<file path="config.mk">
export PLATFORM = sky130hd
export DESIGN_NAME = fill_check
export DESIGN_NICKNAME = d
export VERILOG_FILES = /design/src/rtl/fill_pkg.sv /design/src/rtl/pattern_cmp.sv /design/src/rtl/fill_check.sv
export SDC_FILE = /design/constraint.sdc
export NUM_CORES = 1
export LEC_CHECK = 0
export ABC_AREA = 0
export CAP_MARGIN = 10
export CORE_AREA = 2 2 241 243
export CTS_BUF_LIST = sky130_fd_sc_hd__clkbuf_16
export CTS_CLUSTER_SIZE = 10
export DETAILED_ROUTE_END_ITERATION = 6
export DIE_AREA = 0 0 243 245
export GPL_ROUTABILITY_DRIVEN = 0
export PLACE_DENSITY_LB_ADDON = 0.05
export SYNTH_ARGS = -nofsm -noshare
export SYNTH_HDL_FRONTEND = slang
export SYNTH_SLANG_ARGS = --single-unit
</file>
<file path="constraint.sdc">
create_clock -name clk -period 3.28 [get_ports clk]
set_input_delay 0.492 -clock clk [delete_from_list [all_inputs] [get_ports clk]]
set_output_delay 0.492 -clock clk [all_outputs]
set_load 0.01 [all_outputs]
</file>
<file path="src/rtl/fill_pkg.sv">
// fill_pkg: constants and types shared by the BRAM fill engine and fill_check.
//   BURST_SIZE     : bytes per AXI INCR burst
//   AXI_BURST_INCR : ARBURST/AWBURST encoding for INCR
//   RESP_OKAY      : AXI OKAY response code
//   beats_of(dw)   : beats per burst at data width dw
//   lanes_of(dw)   : 32-bit words per beat at data width dw
//   ar_state_t / r_state_t / fsm_state_t : checker state encodings (debug view)
package fill_pkg;

  localparam int         BURST_SIZE     = 256;
  localparam logic [1:0] AXI_BURST_INCR = 2'b01;
  localparam logic [1:0] RESP_OKAY      = 2'b00;

  typedef enum logic {
    AR_IDLE = 1'b0,
    AR_REQ  = 1'b1
  } ar_state_t;

  typedef enum logic {
    R_IDLE = 1'b0,
    R_RUN  = 1'b1
  } r_state_t;

  typedef struct packed {
    ar_state_t ar;
    r_state_t  r;
  } fsm_state_t;

  function automatic int beats_of(input int dw);
    return BURST_SIZE / (dw / 8);
  endfunction

  function automatic int lanes_of(input int dw);
    return dw / 32;
  endfunction

endpackage

</file>
<file path="src/rtl/pattern_cmp.sv">
// pattern_cmp: combinational check of one data beat against the fill pattern.
//   data     : DW-bit beat, lane i in data[32*i +: 32]
//   base     : expected value of lane 0
//   mismatch : high when any lane i differs from base+i (32-bit wrap)
module pattern_cmp
  import fill_pkg::*;
#(
  parameter int DW = 512
) (
  input  logic [DW-1:0] data,
  input  logic [31:0]   base,
  output logic          mismatch
);

  localparam int LANES = lanes_of(DW);

  always_comb begin
    mismatch = 1'b0;
    for (int i = 0; i < LANES; i++) begin
      if (data[i*32 +: 32] != base + 32'(i)) mismatch = 1'b1;
    end
  end

endmodule

</file>
<file path="src/rtl/fill_check.sv">
// fill_check: AXI4 read master that reads the whole BRAM back after a fill and
// checks every 32-bit word against the pattern "word at byte A holds A/4".
//   clk, resetn        : clock, asynchronous active-low reset
//   start              : pulse to begin a run (ignored while busy)
//   busy               : run in progress; also drives RREADY
//   done / pass        : run finished / finished with no failing beats
//   error_count        : failing beats (saturating)
//   first_error_addr   : byte address of first failing beat, 0 if none
//   M_AXI_AR*          : read address channel, fixed-size INCR bursts
//   M_AXI_R*           : read data channel (RID ignored)
//   dbg_state          : current state of both FSMs
//
// Handshakes: a transfer happens on a rising clk edge where VALID and READY are
// both high. ARVALID/ARADDR are held stable until that edge; RREADY is held
// high for the whole run so every RVALID beat is taken in the cycle it shows.
//
// Address issue (AR FSM) and data checking (R FSM) are independent: all bursts
// may be outstanding at once and the R side simply counts beats in order.
// AW must not exceed 32.
module fill_check
  import fill_pkg::*;
#(
  parameter int          IW        = 2,
  parameter int          AW        = 20,
  parameter int          DW        = 512,
  parameter logic [31:0] BRAM_SIZE = 32'h10_0000
) (
  input  logic          clk,
  input  logic          resetn,
  input  logic          start,
  output logic          busy,
  output logic          done,
  output logic          pass,
  output logic [31:0]   error_count,
  output logic [AW-1:0] first_error_addr,
  output logic [AW-1:0] M_AXI_ARADDR,
  output logic          M_AXI_ARVALID,
  output logic [7:0]    M_AXI_ARLEN,
  output logic [2:0]    M_AXI_ARSIZE,
  output logic [1:0]    M_AXI_ARBURST,
  output logic [IW-1:0] M_AXI_ARID,
  output logic          M_AXI_ARLOCK,
  output logic [3:0]    M_AXI_ARCACHE,
  output logic [3:0]    M_AXI_ARQOS,
  output logic [2:0]    M_AXI_ARPROT,
  input  logic          M_AXI_ARREADY,
  input  logic [DW-1:0] M_AXI_RDATA,
  input  logic [IW-1:0] M_AXI_RID,
  input  logic [1:0]    M_AXI_RRESP,
  input  logic          M_AXI_RLAST,
  input  logic          M_AXI_RVALID,
  output logic          M_AXI_RREADY,
  output fsm_state_t    dbg_state
);

  localparam logic [31:0] TOTAL_BURSTS = BRAM_SIZE / BURST_SIZE;
  localparam int          BEATS        = beats_of(DW);
  localparam int          LANES        = lanes_of(DW);

  ar_state_t   ar_state;
  r_state_t    r_state;
  logic [31:0] ar_count;
  logic [31:0] r_count;
  logic [7:0]  beat;
  logic [31:0] expected;
  logic [31:0] err_next;
  logic        mismatch;
  logic        accept;
  logic        beat_fire;
  logic        last_in_burst;
  logic        final_beat;
  logic        beat_fail;
  logic [AW-1:0] beat_addr;
  logic        rid_unused;

  assign M_AXI_ARLEN   = 8'(BEATS - 1);
  assign M_AXI_ARSIZE  = 3'($clog2(DW / 8));
  assign M_AXI_ARBURST = AXI_BURST_INCR;
  assign M_AXI_ARID    = '0;
  assign M_AXI_ARLOCK  = 1'b0;
  assign M_AXI_ARCACHE = 4'd0;
  assign M_AXI_ARQOS   = 4'd0;
  assign M_AXI_ARPROT  = 3'd0;
  assign M_AXI_RREADY  = busy;
  assign rid_unused    = ^M_AXI_RID;

  assign dbg_state = '{ar: ar_state, r: r_state};

  // busy is low whenever the R FSM is idle, so done-high also accepts start.
  assign accept        = start && !busy;
  assign beat_fire     = M_AXI_RVALID && busy;
  assign last_in_burst = (beat == 8'(BEATS - 1));
  assign final_beat    = last_in_burst && (r_count == TOTAL_BURSTS);

  pattern_cmp #(.DW(DW)) u_cmp (
    .data     (M_AXI_RDATA),
    .base     (expected),
    .mismatch (mismatch)
  );

  // RLAST must appear on exactly the last beat of each burst.
  assign beat_fail = mismatch || (M_AXI_RRESP != RESP_OKAY) || (M_AXI_RLAST != last_in_burst);

  // expected counts words from address 0, so the beat address is expected*4.
  assign beat_addr = AW'({expected[29:0], 2'b00});

  always_comb begin
    err_next = error_count;
    if (beat_fail && (error_count != 32'hFFFF_FFFF)) err_next = error_count + 32'd1;
  end

  // Address issue
  always_ff @(posedge clk or negedge resetn) begin
    if (!resetn) begin
      ar_state      <= AR_IDLE;
      M_AXI_ARVALID <= 1'b0;
      M_AXI_ARADDR  <= '0;
      ar_count      <= '0;
    end else begin
      case (ar_state)
        AR_IDLE: begin
          if (accept) begin
            ar_state      <= AR_REQ;
            M_AXI_ARVALID <= 1'b1;
            M_AXI_ARADDR  <= '0;
            ar_count      <= 32'd1;
          end
        end
        AR_REQ: begin
          if (M_AXI_ARREADY) begin
            if (ar_count == TOTAL_BURSTS) begin
              ar_state      <= AR_IDLE;
              M_AXI_ARVALID <= 1'b0;
            end else begin
              M_AXI_ARADDR <= M_AXI_ARADDR + AW'(BURST_SIZE);
              ar_count     <= ar_count + 32'd1;
            end
          end
        end
        default: ar_state <= AR_IDLE;
      endcase
    end
  end

  // Data check
  always_ff @(posedge clk or negedge resetn) begin
    if (!resetn) begin
      r_state          <= R_IDLE;
      busy             <= 1'b0;
      done             <= 1'b0;
      pass             <= 1'b0;
      error_count      <= '0;
      first_error_addr <= '0;
      expected         <= '0;
      beat             <= '0;
      r_count          <= '0;
    end else begin
      case (r_state)
        R_IDLE: begin
          if (accept) begin
            r_state          <= R_RUN;
            busy             <= 1'b1;
            done             <= 1'b0;
            pass             <= 1'b0;
            error_count      <= '0;
            first_error_addr <= '0;
            expected         <= '0;
            beat             <= '0;
            r_count          <= 32'd1;
          end
        end
        R_RUN: begin
          if (beat_fire) begin
            expected <= expected + 32'(LANES);
            if (beat_fail) begin
              error_count <= err_next;
              if (error_count == 32'd0) first_error_addr <= beat_addr;
            end
            if (final_beat) begin
              r_state <= R_IDLE;
              busy    <= 1'b0;
              done    <= 1'b1;
              // Uses err_next so a failure on the final beat is already seen.
              pass    <= (err_next == 32'd0);
            end else if (last_in_burst) begin
              beat    <= '0;
              r_count <= r_count + 32'd1;
            end else begin
              beat <= beat + 8'd1;
            end
          end
        end
        default: r_state <= R_IDLE;
      endcase
    end
  end

endmodule

</file>
# Yosys cells after proc, flatten, opt, wreduce, memory -nomap -nowiden
# Cells that the tools add are included.
# W data, S select, Z words.
dict set report op_classes {
  n_addsub 21
  eq_ne 32
  n_mux 65
  bitwise 2
  n_reduce_logical 18
}
# operator count
set op_table {}
lappend op_table {{$ne A32 B32 Y1} 16}
lappend op_table {{$mux W32} 11}
lappend op_table {{$add A32 B4 Y32 const B} 8}
lappend op_table {{$pmux W32 S2} 4}
lappend op_table {{$add A32 B1 Y32 const B} 4}
lappend op_table {{$add A32 B3 Y32 const B} 4}
lappend op_table {{$mux W20} 6}
lappend op_table {{$pmux W20 S2} 2}
lappend op_table {{$add A32 B2 Y32 const B} 2}
lappend op_table {{$eq A32 B13 Y1 const B} 2}
lappend op_table {{$logic_not A32 Y1} 2}
lappend op_table {{$add A32 B5 Y32 const B} 1}
lappend op_table {{$mux W8} 4}
lappend op_table {{$ne A32 B32 Y1 const B} 1}
lappend op_table {{$mux W1} 31}
lappend op_table {{$add A20 B9 Y20 const B} 1}
lappend op_table {{$pmux W8 S2} 1}
lappend op_table {{$reduce_and A3 Y1} 5}
lappend op_table {{$ne A2 B1 Y1 const B} 6}
lappend op_table {{$pmux W1 S2} 6}
lappend op_table {{$ne A2 B2 Y1 const B} 5}
lappend op_table {{$add A8 B1 Y8 const B} 1}
lappend op_table {{$eq A8 B2 Y1 const B} 1}
lappend op_table {{$reduce_and A4 Y1} 2}
lappend op_table {{7 further kinds} 12}
dict set report totals {
  regBits 182
  inputBits 522
  out_inout_bits 106
  elab_cells 151
}

# Longest topological paths before layout
dict set report depth {
  word_depth 25
  ltp_mapped 16
  ltp_nobuf 13
}

# Cells and area by module
# Synthesis repeated with hierarchy kept, for this count alone.
dict set report unflattened {
  hier_cells 3413
  area_unflattened_um2 24930.2
}
# module n_inst cells_per_inst area_per_inst_um2
set by_module_without_submodules {}
lappend by_module_without_submodules {pattern_cmp 1 2380 15782.6}
lappend by_module_without_submodules {fill_check 1 1033 9147.5}

# Least setup slack after synthesis
# Ideal clock, no wire load.
dict set report synth_timing {
  path_kind {flip-flop to flip-flop}
  startpoint {register expected[20]}
  endpoint {register pass}
  setup_time_ns 0.067
  t_arrival_ns 3.446
  required_time_ns 3.213
  path_slack_ns -0.233
  stages_incl_launch_ff 14
  path_buffers 2
  cell_sequence {dfrtp_1 buf_6 or4_1 mux2i_1 nand4_1 or4_1 or4_4 nor3_2 and3_1 buf_4 nor2_2 a211o_1 a2111oi_2 a32o_1}
}
dict set report synth_between {
  elab_chain_len 25
}
# element line_no
set synth_rtl {}
lappend synth_rtl {{from (decl)} fill_check.sv:65} ;# logic [31:0] expected;
lappend synth_rtl {{from (signal assigned)} fill_check.sv:174} ;# expected <= expected + 32'(LANES);
lappend synth_rtl {{$add A32 B1 Y32 / $ne A32 B32 Y1 (equally long branches)} pattern_cmp.sv:20} ;# if (data[i*32 +: 32] != base + 32'(i)) mismatch = 1'b1;
lappend synth_rtl {{$ne A32 B32 Y1 / $mux W1 (equally long branches)} pattern_cmp.sv:20}
lappend synth_rtl {{$mux W1 (14 in a row)} pattern_cmp.sv:20}
lappend synth_rtl {{$mux W1 (*)} pattern_cmp.sv:20}
lappend synth_rtl {{$logic_or A1 B1 Y1 (*) (2 in a row)} fill_check.sv:102} ;# assign beat_fail = mismatch || (M_AXI_RRESP != RESP_OKAY) || (M_AXI_RLAST != last_in_burst);
lappend synth_rtl {{$logic_and A1 B1 Y1 (*)} fill_check.sv:109} ;# if (beat_fail && (error_count != 32'hFFFF_FFFF)) err_next = error_count + 32'd1;
lappend synth_rtl {{$mux W32 (*)} fill_check.sv:109}
lappend synth_rtl {{$logic_not A32 Y1 (*)} fill_check.sv:184} ;# pass <= (err_next == 32'd0);
lappend synth_rtl {{$mux W1 (*)} fill_check.sv:179} ;# if (final_beat) begin
lappend synth_rtl {{$mux W1 (*)} fill_check.sv:173} ;# if (beat_fire) begin
lappend synth_rtl {{$pmux W1 S2 (*)} fill_check.sv:158} ;# case (r_state)
lappend synth_rtl {{to (signal assigned)} fill_check.sv:184}
lappend synth_rtl {{to (decl)} fill_check.sv:33} ;# output logic pass,
# Mark *: on every way between the ends. The rest lies on a longest branch, timed or not. The select of a mux whose other input is x is not followed.
# A chain may end at the register's enable or synchronous reset.

# Final worst setup path
dict set report layout_timing {
  startpoint {register expected[11]}
  endpoint {register pass}
}
# The elaborated chain is that of the path after synthesis.

==> results by group <==
Power and ir drop
  – Pint: 0.00421 W
  – Sequential share of power: 35.4%
  – Worst VDD drop: 0.000304 V
  – Sw Ratio: 31.5%
  – Leak: 10.9 nW
  – Clock power frac: 33.5%
  – Net switching power: 0.00193 W
  – Logic pwr share: 31.1%
  – Power density over cell area: 233 nW/um^2

Timing
  – TNS Setup: -22.42 ns
  – Hold Fails Final Rpt: 0
  – Fin crit share: 119%
  – Setup ws final: -0.616 ns
  – RSZ-0062 raised after global routing: yes
  – Slew @ Worst Pin: 0.860 ns
  – Fmax: 257 MHz
  – Final setup viols: 47
  – Min Clock Period, post-route: 3.90 ns
  – Max Slew Vio Count: 0
  – Max_slew headroom: 42.7%
  – Clk_skew: 0.0175 ns

Worst setup path
  – Critical Path AT: 4.29 ns
  – CP Max Fanout: 8
  – R2R Path Start: expected[11]
  – Crit path capture type: register
  – CP Launch Type: register
  – Crit path from: expected[11]
  – Critical Path Most Common Cell: buf_12
  – WP data required: 3.67 ns
  – Critical Path, Cell by Cell: buf_4 > inv_1 > buf_12 > o2111ai_1 > nor4_2 > nand4_1 > or4_1 > nor4_2 > buf_4 > and3_4 > buf_12 > buf_12 > o31a_1 > o22ai_1 > nor4_1 > a32o_2
  – Crit-path slowest cell: or4_1
  – Kind of critical path: reg -> reg
  – CP max stage delay: 0.57 ns

Global route
  – Largest net degree at the start of global routing: 71
  – First-pass GRT wire length: 149,000 um
  – Initial antenna violation count: 49
  – GRT overflow: 0
  – GRT Total Usage: 35.1%
  – Vias in the first global route: 20,000

Floorplan
  – Die area: 59,500 um^2
  – Core area: 57,000 um^2
  – Die Ht: 245 um
  – Die Span X: 243 um
  – Site Rows: 88
  – I/O pin total: 628
  – Initial Util: 26.1%

Synthesis
  – Yosys warns: 0
  – Number of synthesized register bits: 164
  – Count of different cell masters after synthesis: 75
  – Post-synth EDFFs: 0
  – Ys async rst share: 100%
  – Post-Syn Area: 14,900 um^2
  – Most used DFF post-synth: dfrtp_1
  – Post-synthesis cell count: 1,962
  – Avg Inst Size Synth: 7.59 um^2
  – Register area share after synthesis: 27.6%

Clocking
  – Clock-pin transition on the worst setup and hold timing paths: 0.08 ns
  – Clk_lat worst skew: 0.46 ns
  – Max Buffers Root-to-Sink: 2
  – CTS Sinks: 164
  – CTS Hold Buffers Added: 0
  – Root Buffer: clkbuf_16
  – H-tree depth: 4
  – CTS tree: yes
  – Cts bufs inserted: 17

Placed design
  – Post-DP Area: 25,000 um^2
  – I/O Buffers: 584
  – Pre-CTS setup slack: -1.53 ns
  – DP Wirelength: 92,400 um

Finish
  – Leading cell type in the layout, fill and taps excluded: clkdlybuf4s50_1
  – Final net count: 3,487
  – Number of fill cells in the layout: 5,762
  – Design area: 26,400 um^2
  – Fin util: 46.2%
  – Commonest cells after routing, fill and taps aside: clkdlybuf4s50_1, buf_4, nor2_1, nand2_1, dfrtp_1
  – Ratio of cells with drive above 1 in the final layout: 20.8%
  – Area grow syn2layout: 77.1%

Route
  – DRT Pass-1 Iters: 6
  – Final ANT Viol Nets: 0
  – Post-DR vias/cell: 5.50
  – Via count: 20,700
  – DRC violations left: 0
  – Routed WL per cell: 28.8 um
  – DR iter-0 viols: 2,319
  – Detailed Route WL: 108,000 um

Flow run
  – Max-cap viol count: 0

Worst hold path
  – Min-Delay Path Class: in -> async

Outcome
  – Outcome: finished with violations
  – Failing checks: negative setup slack
==> state kept, by name, summed over array words and instances, names as in the netlist <==
signal	flops
expected	28
pass	1
beat	8
first_error_addr	14
ar_state	1
M_AXI_ARADDR	12
M_AXI_ARVALID	1
r_count	32
ar_count	32
done	1
M_AXI_RREADY	1
r_state	1
error_count	32
==> cell usage after synthesis, drive strengths merged (9+ instances only) <==
cell / number / area, um^2
nand4: 94 / 588
o21ai: 108 / 541
o2bb2ai: 9 / 78.8
xor2: 104 / 911
clkbuf: 69 / 259
nand2b: 47 / 294
o2111ai: 24 / 210
and2: 16 / 100
a21oi: 54 / 270
dfrtp: 164 / 4100
nor2: 201 / 759
and3: 58 / 363
and4: 14 / 123
or4: 17 / 131
a2111oi: 27 / 243
a21boi: 10 / 75.1
xnor2: 107 / 937
or3: 35 / 219
nor3: 67 / 340
nand3: 100 / 500
a31oi: 16 / 100
o22ai: 27 / 183
a211oi: 13 / 97.6
mux2i: 9 / 90.1
nor4: 76 / 475
ha: 9 / 113
nand4b: 10 / 87.6
o31ai: 22 / 165
nor4b: 11 / 96.3
inv: 59 / 221
nand2: 163 / 612
nor2b: 51 / 319
buf: 83 / 526
==> routing by layer <==
metal  global-route usage (%)  up-vias  wire (um)  part of all wire, %
met5                        0        -        224                 0.21
met4                     18.1       36       5840                  5.4
met3                     11.0      288      11500                   11
met2                     53.5     1246      47300                   44
met1                     44.5     9965      43600                   40
li1                         -     9132          -                    -
==> worst paths after layout <==
kind	endpoint	slack, ns	cells after the start
max	pass	-0.62	16
min in group clk	first_error_addr[10]	0.49	2
min	ar_count[6]	0.05	1
max in group asynchronous	expected[12]	2.40	2
min reg2reg	first_error_addr[10]	0.49	2
max reg2reg	pass	-0.62	16
==> metrics by stage <==
step                      power, W  cells  hold slack, ns
after floorplan            0.00270   2001           0.196
after global placement     0.00405   3681           0.469
after detailed placement   0.00405   3681           0.475
after CTS                  0.00615   3729          0.0829
after global routing       0.00639   3753          0.0971
final                      0.00615   3761          0.0486
==> area by class of cell <==
class	count	area [um^2]	area share (%)
repair buffers	1088	10100	38.2
diodes	27	67.6	0.256
clock buffers	17	425	1.61
flip-flops and latches	164	4110	15.6
clock inverters	15	161	0.612
inverters	59	229	0.868
multi-input cells	1626	10400	39.3
well taps	765	957	3.63
==> critical path, delay by kind of cell (launching register included) <==
| kind | cells | cell delay, ns |
|---|---|---|
| AOI/OAI and AO/OA | 4 | 0.68 |
| buffers and inverters | 6 | 0.86 |
| DFF | 1 | 0.47 |
| and+or+nand+nor | 6 | 1.84 |
==> cell families (layout without fill, tap and decap cells) <==
| kind of cell | count (synthesis) | count (layout) | synth area share, % |
|---|---|---|---|
| other | 2 | 68 | 0.0504 |
| adder cells (fa/ha/maj) | 9 | 9 | 0.756 |
| AND/OR/NAND/NOR | 984 | 984 | 35.0 |
| XOR/XNOR | 211 | 211 | 12.4 |
| multiplexers | 10 | 10 | 0.681 |
| AO/OA/AOI/OAI | 371 | 371 | 16.8 |
| buffers and inverters | 211 | 1179 | 6.76 |
| flip-flops | 164 | 164 | 27.6 |
==> power by group through the flow <==
| stage | Clock [W] | Combinational, W | Sequential [W] |
|---|---|---|---|
| after floorplan | 0 | 0.000497 | 0.00220 |
| after global placement | 0 | 0.00184 | 0.00221 |
| after detailed placement | 0 | 0.00184 | 0.00222 |
| after CTS | 0.00212 | 0.00186 | 0.00218 |
| after global routing | 0.00221 | 0.00199 | 0.00219 |
| final | 0.00206 | 0.00191 | 0.00218 |
==> timing repair <==
action | 4_1_cts | 5_1_grt
resized for setup | 80 | 59
pin swaps | 20 | 26
gates cloned | 2 | 0
setup endpoints to repair | 47 | 47
setup buffers | 14 | 6
(Power assumes the default switching activity.)
